**src/rtl/io_in_seq.sv**
```systemverilog
// Input-port sequencer: strobes the low/high port latches, waits for them to settle,
// and hands a 16-bit word (or a zero-extended byte) to the CPU with a valid/ack handshake.
// Optional transfer counter output is enabled by defining IO_IN_XFER_CNT_EN.
module io_in_seq #(
  parameter int unsigned SETTLE_CYCLES = 1
) (
  input  logic        clk,
  input  logic        reset,
  input  logic        in_req,
  input  logic        in_byte,
  input  logic [7:0]  data_inL,
  input  logic [7:0]  data_inH,
  input  logic        data_ack,
  output logic        wr_L,
  output logic        wr_H,
  output logic [15:0] data_out,
  output logic        data_valid,
  output logic        busy
`ifdef IO_IN_XFER_CNT_EN
  ,
  output logic [7:0]  xfer_cnt
`endif
);

  localparam logic [2:0] IDLE     = 3'd0;
  localparam logic [2:0] STROBE_L = 3'd1;
  localparam logic [2:0] WAIT_L   = 3'd2;
  localparam logic [2:0] STROBE_H = 3'd3;
  localparam logic [2:0] WAIT_H   = 3'd4;
  localparam logic [2:0] VALID    = 3'd5;

  localparam logic [3:0] SETTLE_INIT = 4'(SETTLE_CYCLES);

  logic [2:0] state;
  logic [3:0] settle_cnt;
  logic       byte_mode;

  // Every output is a flop; strobes and valid are set on the edge that enters their state,
  // so they line up with the state they belong to without any combinational decode.
  // NOTE: all sequential state uses non-blocking (<=) so every flop samples pre-edge values.
  always_ff @(posedge clk or negedge reset) begin
    if (!reset) begin
      state      <= IDLE;
      settle_cnt <= 4'd0;
      byte_mode  <= 1'b0;
      wr_L       <= 1'b0;
      wr_H       <= 1'b0;
      data_out   <= 16'h0000;
      data_valid <= 1'b0;
      busy       <= 1'b0;
    end else begin
      wr_L <= 1'b0;
      wr_H <= 1'b0;
      case (state)
        IDLE: begin
          if (in_req) begin
            byte_mode <= in_byte;
            wr_L      <= 1'b1;
            busy      <= 1'b1;
            state     <= STROBE_L;
          end
        end
        STROBE_L: begin
          settle_cnt <= SETTLE_INIT;
          state      <= WAIT_L;
        end
        WAIT_L: begin
          settle_cnt <= settle_cnt - 4'd1;
          if (settle_cnt == 4'd1) begin
            data_out[7:0] <= data_inL;
            if (byte_mode) begin
              data_out[15:8] <= 8'h00;
              data_valid     <= 1'b1;
              state          <= VALID;
            end else begin
              wr_H  <= 1'b1;
              state <= STROBE_H;
            end
          end
        end
        STROBE_H: begin
          settle_cnt <= SETTLE_INIT;
          state      <= WAIT_H;
        end
        WAIT_H: begin
          settle_cnt <= settle_cnt - 4'd1;
          if (settle_cnt == 4'd1) begin
            data_out[15:8] <= data_inH;
            data_valid     <= 1'b1;
            state          <= VALID;
          end
        end
        VALID: begin
          // A request arriving with the ack is dropped; only IDLE accepts new work.
          if (data_ack) begin
            data_valid <= 1'b0;
            busy       <= 1'b0;
            state      <= IDLE;
          end
        end
        default: begin
          data_valid <= 1'b0;
          busy       <= 1'b0;
          state      <= IDLE;
        end
      endcase
    end
  end

`ifdef IO_IN_XFER_CNT_EN
  // Counts completed handshakes; wraps naturally at 8 bits.
  always_ff @(posedge clk or negedge reset) begin
    if (!reset) begin
      xfer_cnt <= 8'd0;
    end else if (state == VALID && data_ack) begin
      xfer_cnt <= xfer_cnt + 8'd1;
    end
  end
`endif

endmodule

```
**config.mk**
```make
export PLATFORM = sky130hd
export DESIGN_NAME = io_in_seq
export DESIGN_NICKNAME = d
export VERILOG_FILES = /design/src/rtl/io_in_seq.sv
export SDC_FILE = /design/constraint.sdc
export NUM_CORES = 1
export LEC_CHECK = 0
export CAP_MARGIN = 40
export CORE_ASPECT_RATIO = 1.4
export CORE_MARGIN = 1
export CORE_UTILIZATION = 49
export CTS_CLUSTER_SIZE = 30
export DETAILED_ROUTE_END_ITERATION = 6
export HOLD_SLACK_MARGIN = 0.08
export PLACE_DENSITY = 0.83
export SYNTH_ARGS = -nofsm -noshare
export SYNTH_HDL_FRONTEND = slang
export SYNTH_SLANG_ARGS = --single-unit
export TNS_END_PERCENT = 1
```
**constraint.sdc**
```tcl
create_clock -name clk -period 5.38 [get_ports clk]
set_input_delay 1.076 -clock clk [delete_from_list [all_inputs] [get_ports clk]]
set_output_delay 1.076 -clock clk [all_outputs]
set_load 0.02 [all_outputs]
```
==> results of run 1 <==
-- cells in the final DEF (no fill, tap or decap), types with 2 or more instances in the layout --
| master | Yosys | final |
|---|---|---|
| nand2b_1 | 2 | 2 |
| a21oi_1 | 6 | 6 |
| nor3_1 | 4 | 4 |
| clkdlybuf4s50_1 | 0 | 40 |
| nand3b_1 | 3 | 3 |
| o211ai_1 | 2 | 2 |
| inv_1 | 3 | 3 |
| nor3b_1 | 2 | 2 |
| nor2_1 | 5 | 5 |
| clkbuf_4 | 0 | 3 |
| nor2b_1 | 3 | 3 |
| o21ai_0 | 6 | 6 |
| nand2_1 | 5 | 5 |
| ha_1 | 2 | 2 |
| dfrtp_1 | 28 | 28 |
| mux2_2 | 19 | 19 |
| and3_1 | 8 | 8 |
-- cell type report --
cell class / instances / share of cell area [%]
flip-flops and latches: 28 / 39.5
multi-input cells: 78 / 33.1
repair buffers: 41 / 23.0
well taps: 36 / 2.54
clock buffers: 3 / 1.27
inverters: 3 / 0.634
-- per-layer routing --
metal,share of wire [%],up-vias,track usage (%)
met2,54,30,37.9
met1,41,516,23.8
met5,0,-,0
met3,3.0,5,2.58
li1,-,490,-
met4,1.5,0,6.62
-- how the worst max path moves through the flow --
stage	start	to	slack, ns	cells past startpoint
6_report	data_valid	data_valid	2.96	1
5_1_grt	data_valid	data_valid	2.92	1
4_1_cts	data_valid	data_valid	2.96	1
3_5_place_dp	in_req	byte_mode	3.14	4
3_3_place_gp	in_req	byte_mode	3.17	4
2_1_floorplan	state[1]	data_out[10]	3.66	5
-- kinds of logic (layout without fill, tap and decap cells) --
family / Yosys count / count (layout) / share of synthesized area, %
buf+inv: 9 / 47 / 3.29
compound gates: 20 / 20 / 9.39
simple gates: 36 / 36 / 16.1
mux: 20 / 20 / 16.8
fa+ha+maj: 2 / 2 / 1.88
flops: 28 / 28 / 52.6
-- registers in the layout (all words and copies together), names as in the netlist --
signal / flops
byte_mode: 1
data_valid: 1
settle_cnt: 4
data_out: 16
busy: 1
wr_H: 1
wr_L: 1
state: 3
-- per-stage QoR --
| step | area (µm²) | utilization (%) | hold WS [ns] | total power, mW | worst slack, ns |
|---|---|---|---|---|---|
| final | 1780 | 68.6 | 0.523 | 1.01 | 2.96 |
| after global routing | 1780 | 68.6 | 0.540 | 1.08 | 2.92 |
| after CTS | 1780 | 68.6 | 0.529 | 1.02 | 2.96 |
| after detailed placement | 1750 | 67.7 | 0.498 | 0.940 | 3.14 |
| after global placement | 1750 | 67.7 | 0.486 | 0.912 | 3.17 |
| after floorplan | 1330 | - | 0.472 | 0.728 | 3.66 |
-- power by group --
group / switching [mW] / internal (mW) / total, mW
Clock: 0.0558 / 0.0262 / 0.0820
Combinational: 0.255 / 0.281 / 0.536
Sequential: 0.0892 / 0.307 / 0.396
==> flow_summary.yaml, run 1 <==
sta:
  finalCritPeriodShare_pct: 45.0
  finalSetupViolations: 0
  rsz0062_at_grt: "no"
  finalHoldViolCount: 0
  fin_skew_ns: 0.00800
  worst_pin_slew_ns: 0.577
  slew_headroom_pct: 61.4
  setup_tns_ns: 0
  max_freq_mhz: 413
  period_minus_slack_ns: 2.42
  final-max-slew-violation-count: 0
yosys:
  yosysMostFrequentCell: "dfrtp_1"
  synth_cell_type_count: 30
  ys_ff_latch: 28
  synthTopCellsByCount: "dfrtp_1 (28), mux2_2 (19), and3_1 (8)"
  syn_area_um2: 1330
  synthArstFlopShare_pct: 100
  synth_top_area_share_pct: 52.6
  synthTopCellsByArea: "dfrtp_1 (53%), mux2_2 (16%), and3_1 (3.8%)"
  syn_avg_cell_area_um2: 11.6
  ys_seq_area_share_pct: 52.6
  yosysWarnings: 0
  syn-num-nets: 138
  synthFlopType: "dfrtp_1"
  synth_edf_count: 0
  synth_largest_area_cell: "dfrtp_1"
  synth_cells: 115
worst_setup_path:
  crit_type: "flip-flop to primary output"
  crit_path_end_kind: "primary output"
  path_buf_inv: 1
  crit_fanout: 3
  r2r_start: "state[2]"
  crit_family: "buffers and inverters"
  required_ns: 4.30
  r2r_setup_slack_ns: 3.20
  worst_path_largest_cell_delay_ns: 0.62
  start_kind: "flip-flop"
  rr_worst_depth: 4
  cpMaxStageDelayCell: "clkdlybuf4s50_1"
  path_cells: "clkdlybuf4s50_1"
  rr_endpoint: "data_out[15]"
  cp_data_arrival_time_ns: 1.34
route:
  drc: 0
  vias: 1041
  firstDrtPassIters: 4
  ant_nets: 0
  post_drt_via_cell_ratio: 5.51
  wirelength_um: 2740
  wire_per_inst_um: 14.5
  drt_iter0_markers: 29
global_route:
  grt_max_degree: 29
  grt_first_pass_wirelength_um: 4530
  grt_pass1_vias: 1045
  track_usage_pct: 20.9
  grt_overflow: 0
  antenna_found_initial: 0
floorplanning:
  fp.dieW_um: 46.1
  coreArea_um2: 2590
  start_util_pct: 51.5
  rows: 22
  ios: 41
  die-height_um: 63.7
  die_area_um2: 2930
clock_tree:
  cts_made_buffers: 3
  cts_tree: "yes"
  clk_pin_slew_worst_paths_ns: 0.14
  htreeDepth: 1
  insertion_delay_ns: 0.32
  post_cts_buffers: 0
  cts_root_buffer: "clkbuf_4"
  cts_resized: 0
  cts_max_path_buffers: 2
  hold_buffers: 0
  cts_sinks: 28
placed_design:
  port_buffers: 40
  dp_hpwl_um: 2050
  place_inst: 186
  globalplace.congestion: 0.761
cells_and_area:
  regArea_um2: 701
  nFillCells: 221
  nNetsFinal: 178
  diodes: 0
  drive_above_1_share_pct: 17.0
  final_cells: 189
  multi_input_area_um2: 588
  syn_to_final_growth_pct: 33.2
hold_path:
  hp-start: "data_out[1]"
  min_path_cells: 1
  min_to: "data_out[1]"
  hold_class: "flip-flop to flip-flop"
run_status:
  status: "completed"
pwr:
  total_leakage_power_nw: 0.773
  power_density_nw_per_um2: 571
  ir_drop_uv: 320
run:
  cap_violations: 0
(Power assumes the default switching activity.)
==> inputs of run 2 (changes only) <==
- CORE_UTILIZATION: 49 -> 41
- PLACE_DENSITY: 0.83 -> 0.74
- clock period: 5.38 -> 2.1 ns (I/O delays scaled with it)
==> run 2 against run 1 <==
Against the previous run:
- sequential power up 140%
- first-iteration DRC count down 41%
- non-clock buffer count up 5
- routed wire length up 4.8%
- clock power rose to 5.2 times the previous value
- core utilization down 8.3 points
- worst setup slack worse by 2.8 ns
- sequential share of layout area down 1.9 points
- combinational power rose to 2.8 times the previous value
- clock skew down 0.0043 ns
==> flow_summary.yaml, run 2 (synthesized netlist as in run 1, its figures left out) <==
clock_tree:
  htreeDepth: 1
  hold_buffers: 0
  clk_pin_slew_worst_paths_ns: 0.09
  post_cts_buffers: 0
  cts_sinks: 28
  cts_max_path_buffers: 2
  insertion_delay_ns: 0.28
  cts_tree: "yes"
  cts_made_buffers: 3
  cts_root_buffer: "clkbuf_8"
  cts_resized: 0
pwr:
  total_leakage_power_nw: 0.819
  power_density_nw_per_um2: 1540
  power_mw: 2.87
  ir_drop_uv: 827
sta:
  fin_skew_ns: 0.00372
  finalCritPeriodShare_pct: 91.3
  slew_headroom_pct: 55.8
  max_freq_mhz: 521
  period_minus_slack_ns: 1.92
  hold_ws_ns: 0.505
  setup_tns_ns: 0
  worst_pin_slew_ns: 0.660
  finalSetupViolations: 0
  setup_ws_ns: 0.182
  rsz0062_at_grt: "no"
  final-max-slew-violation-count: 0
  finalHoldViolCount: 0
worst_setup_path:
  cp_data_arrival_time_ns: 2.07
  required_ns: 2.25
  crit_fanout: 11
  crit_path_end_kind: "flip-flop"
  start_kind: "flip-flop"
  crit_type: "flip-flop to flip-flop"
floorplanning:
  start_util_pct: 43.1
  coreArea_um2: 3090
  rows: 24
  die-height_um: 69.5
  ios: 41
  fp.dieW_um: 50.2
  die_area_um2: 3490
cells_and_area:
  nNetsFinal: 183
  top_register: "data_out"
  final_util_pct: 60.3
  drive_above_1_share_pct: 20.1
  diodes: 0
  nFillCells: 250
  top_regs: "data_out: 16 flops, settle_cnt: 4 flops, state: 3 flops"
  largest_reg_flops: 16
  syn_to_final_growth_pct: 40.0
  final_common_cell: "clkdlybuf4s50_1"
  final_cell_mix: "clkdlybuf4s50_1 (40), dfrtp_1 (28), mux2_2 (19)"
global_route:
  grt_overflow: 0
  antenna_found_initial: 0
  grt_first_pass_wirelength_um: 4930
  grt_max_degree: 29
  track_usage_pct: 18.9
  grt_pass1_vias: 1099
run:
  cap_violations: 0
run_status:
  status: "completed"
placed_design:
  globalplace.congestion: 0.777
  dp_slack_ns: 0.233
  dp_hpwl_um: 2130
  port_buffers: 40
hold_path:
  hold_class: "input port to asynchronous set/reset pin"
route:
  ant_nets: 0
  drt_iter0_markers: 17
  wire_per_inst_um: 14.5
  firstDrtPassIters: 4
  drc: 0
  wirelength_um: 2870
  post_drt_via_cell_ratio: 5.33
  vias: 1056
[run 2: cell count changes in the layout (fill, tap and decap cells not counted)]
cell and change:
buf_4 +5, bufinv_16 +1, clkbuf_4 -3, clkbuf_8 +3
[run 2: power breakdown]
| part | switching, mW | internal, mW | total, mW |
|---|---|---|---|
| clock network | 0.168 | 0.255 | 0.423 |
| logic | 0.723 | 0.762 | 1.48 |
| registers | 0.173 | 0.790 | 0.963 |
[run 2: path summary, 6_finish.rpt]
check | start | endpoint | slack [ns] | cells past startpoint
max in group asynchronous | reset | data_out[5] | 1.34 | 2
setup / recovery | state[1] | settle_cnt[3] | 0.18 | 5
setup reg to reg | state[1] | settle_cnt[3] | 0.18 | 5
min in group clk | data_out[12] | data_out[12] | 0.51 | 1
hold / removal | reset | settle_cnt[0] | 0.50 | 2
hold reg to reg | data_out[12] | data_out[12] | 0.51 | 1
[run 2: stage by stage]
stage | cells | instance area (µm²)
after detailed placement | 194 | 1790
after global routing | 198 | 1870
after CTS | 198 | 1870
after global placement | 194 | 1790
final | 198 | 1870
after floorplan | 115 | 1330
[run 2: worst max-delay path, stage by stage (launching register included)]
cell and delay, ns:
dfrtp_1 0.44, buf_4 0.18, nor2_1 0.51, nor2b_1 0.22
a221oi_1 0.30, o21ai_0 0.13
[run 2: routing by layer]
layer | vias up | GRT usage (%) | wire, µm
li1 | 500 | - | -
met5 | - | 0 | 0
met2 | 32 | 33.3 | 1580
met1 | 520 | 20.5 | 1110
met3 | 4 | 4.82 | 140
met4 | 0 | 8.57 | 40
[run 2: cell type report]
| type | count | area [µm²] | share of cell area (%) |
|---|---|---|---|
| clock buffers | 3 | 41.3 | 2.21 |
| clock inverters | 1 | 30.0 | 1.61 |
| inverters | 3 | 11.3 | 0.604 |
| multi-input cells | 78 | 588 | 31.5 |
| flip-flops and latches | 28 | 701 | 37.6 |
| well taps | 39 | 48.8 | 2.62 |
| repair buffers | 46 | 445 | 23.9 |
==> inputs of run 3 (changes only) <==
- ABC_CLOCK_PERIOD_IN_PS: not set -> 2100
- CORE_MARGIN: 1 -> 2
==> run 3 against run 2 <==
Against the previous run:
- count of clock-buffer cells in the layout up 1
- core utilization decreased by 1.6 points
- first-iteration DRC count up 5.9%
- sequential power grew 1%
- clock power fell by 22%
- worst setup slack got worse by 0.058 ns
- power decreased by 4.5%
- non-clock buffer count fell by 2
- clock skew is 0.00092 ns higher
- final area is 1.7% lower
- critical path depth fell by 1
- largest cell class unchanged
- largest power group unchanged
==> flow_summary.yaml, run 3 (synthesized netlist as in run 1, its figures left out) <==
pwr:
  p_int_mw: 1.70
  power_density_nw_per_um2: 1500
  swShare_pct: 38.0
  ir_drop_uv: 817
  pwr-share-seq_pct: 35.6
  pwr-share-comb_pct: 52.5
  total_leakage_power_nw: 0.802
  switchingPower_mw: 1.04
  p_clk_share_pct: 12.0
cells_and_area:
  diodes: 0
  post-route-cell-area_um2: 1830
  final_common_cell: "clkdlybuf4s50_1"
  nFillCells: 273
  syn_to_final_growth_pct: 37.7
  top_regs: "data_out: 16 flops, settle_cnt: 4 flops, state: 3 flops"
  final_cell_mix: "clkdlybuf4s50_1 (40), dfrtp_1 (28), mux2_2 (19)"
  largest_reg_flops: 16
  drive_above_1_share_pct: 19.1
  nNetsFinal: 181
  top_register: "data_out"
  final_util_pct: 58.7
clock_tree:
  cts_made_buffers: 3
  cts_max_path_buffers: 2
  post_cts_buffers: 0
  htreeDepth: 1
  cts_root_buffer: "clkbuf_8"
  clk_pin_slew_worst_paths_ns: 0.09
  cts_tree: "yes"
  cts_sinks: 28
  hold_buffers: 0
  cts_resized: 0
  insertion_delay_ns: 0.27
route:
  wire_per_inst_um: 14.5
  firstDrtPassIters: 4
  vias: 1009
  drc: 0
  drt_iter0_markers: 18
  wirelength_um: 2850
  post_drt_via_cell_ratio: 5.15
  ant_nets: 0
floorplanning:
  die_area_um2: 3730
  fp.dieW_um: 52.2
  coreArea_um2: 3120
  die-height_um: 71.5
  rows: 24
  start_util_pct: 42.7
  ios: 41
sta:
  finalHoldViolCount: 0
  setup_tns_ns: 0
  finalCritPeriodShare_pct: 94.1
  worst_pin_slew_ns: 0.599
  period_minus_slack_ns: 1.98
  finalSetupViolations: 0
  slew_headroom_pct: 59.9
  final-max-slew-violation-count: 0
  fin_skew_ns: 0.00465
  max_freq_mhz: 506
  rsz0062_at_grt: "no"
placed_design:
  globalplace.congestion: 0.788
  port_buffers: 40
  dpl_cell_area_um2: 1780
  dp_hpwl_um: 2190
worst_setup_path:
  cp_data_arrival_time_ns: 2.13
  crit_fanout: 11
  crit_path_end_kind: "flip-flop"
  worst_path_largest_cell_delay_ns: 0.53
  r2r_start: "state[1]"
  cpMaxStageDelayCell: "dfrtp_1"
  crit_type: "flip-flop to flip-flop"
  r2r_setup_slack_ns: 0.12
  required_ns: 2.26
  start_kind: "flip-flop"
  path_cells: "or2b_1 -> a21oi_2 -> nor3b_4 -> mux2_2"
  crit_start: "state[1]"
run:
  cap_violations: 0
run_status:
  status: "completed"
global_route:
  grt_overflow: 0
  track_usage_pct: 17.3
  grt_max_degree: 29
  grt_first_pass_wirelength_um: 4790
  grt_pass1_vias: 1026
  antenna_found_initial: 0
hold_path:
  hold_class: "input port to asynchronous set/reset pin"
-- run 3: path summary, 6_finish.rpt --
kind / depth (start not counted) / to
max: 4 / data_out[15]
min: 2 / data_out[4]
max reg2reg: 4 / data_out[15]
min reg2reg: 1 / data_out[11]
max in group asynchronous: 2 / data_out[9]
min in group clk: 1 / data_out[11]
-- run 3: cell type report --
type                       instances  area (µm²)  area share (%)
sequential                        28         701            38.2
multi-input combinational         78         588            32.1
timing repair buffer              44         430            23.5
clock buffer                       4        55.1            3.00
tap                               39        48.8            2.66
inverter                           3        11.3           0.614
-- run 3: per-layer routing --
metal / GRT usage (%) / up-vias / wire length (µm)
li1: - / 491 / -
met1: 20.8 / 496 / 1180
met2: 30.5 / 16 / 1550
met3: 1.88 / 6 / 52
met4: 7.69 / 0 / 63
met5: 0 / - / 0
-- run 3: power by group through the flow --
stage	registers [mW]	clock network, mW	logic (mW)
final	0.975	0.328	1.44
after global routing	1.01	0.366	1.57
after CTS	0.976	0.339	1.46
after detailed placement	0.990	0	1.45
after global placement	0.975	0	1.42
after floorplan	1.17	0	0.697
-- run 3: stage by stage --
stage,instances,total power [mW],setup slack (ns),hold WS (ns)
after floorplan,115,1.86,0.384,0.124
after global placement,192,2.40,0.220,0.486
after detailed placement,192,2.44,0.137,0.494
after CTS,196,2.77,0.121,0.516
after global routing,196,2.95,0.0103,0.522
final,196,2.74,0.124,0.510
-- run 3: critical path, delay by kind of cell (launching register included) --
kind | cells | cell delay [ns]
AO/OA/AOI/OAI | 1 | 0.16
flip-flops | 1 | 0.53
AND/OR/NAND/NOR | 2 | 0.78
multiplexers | 1 | 0.40
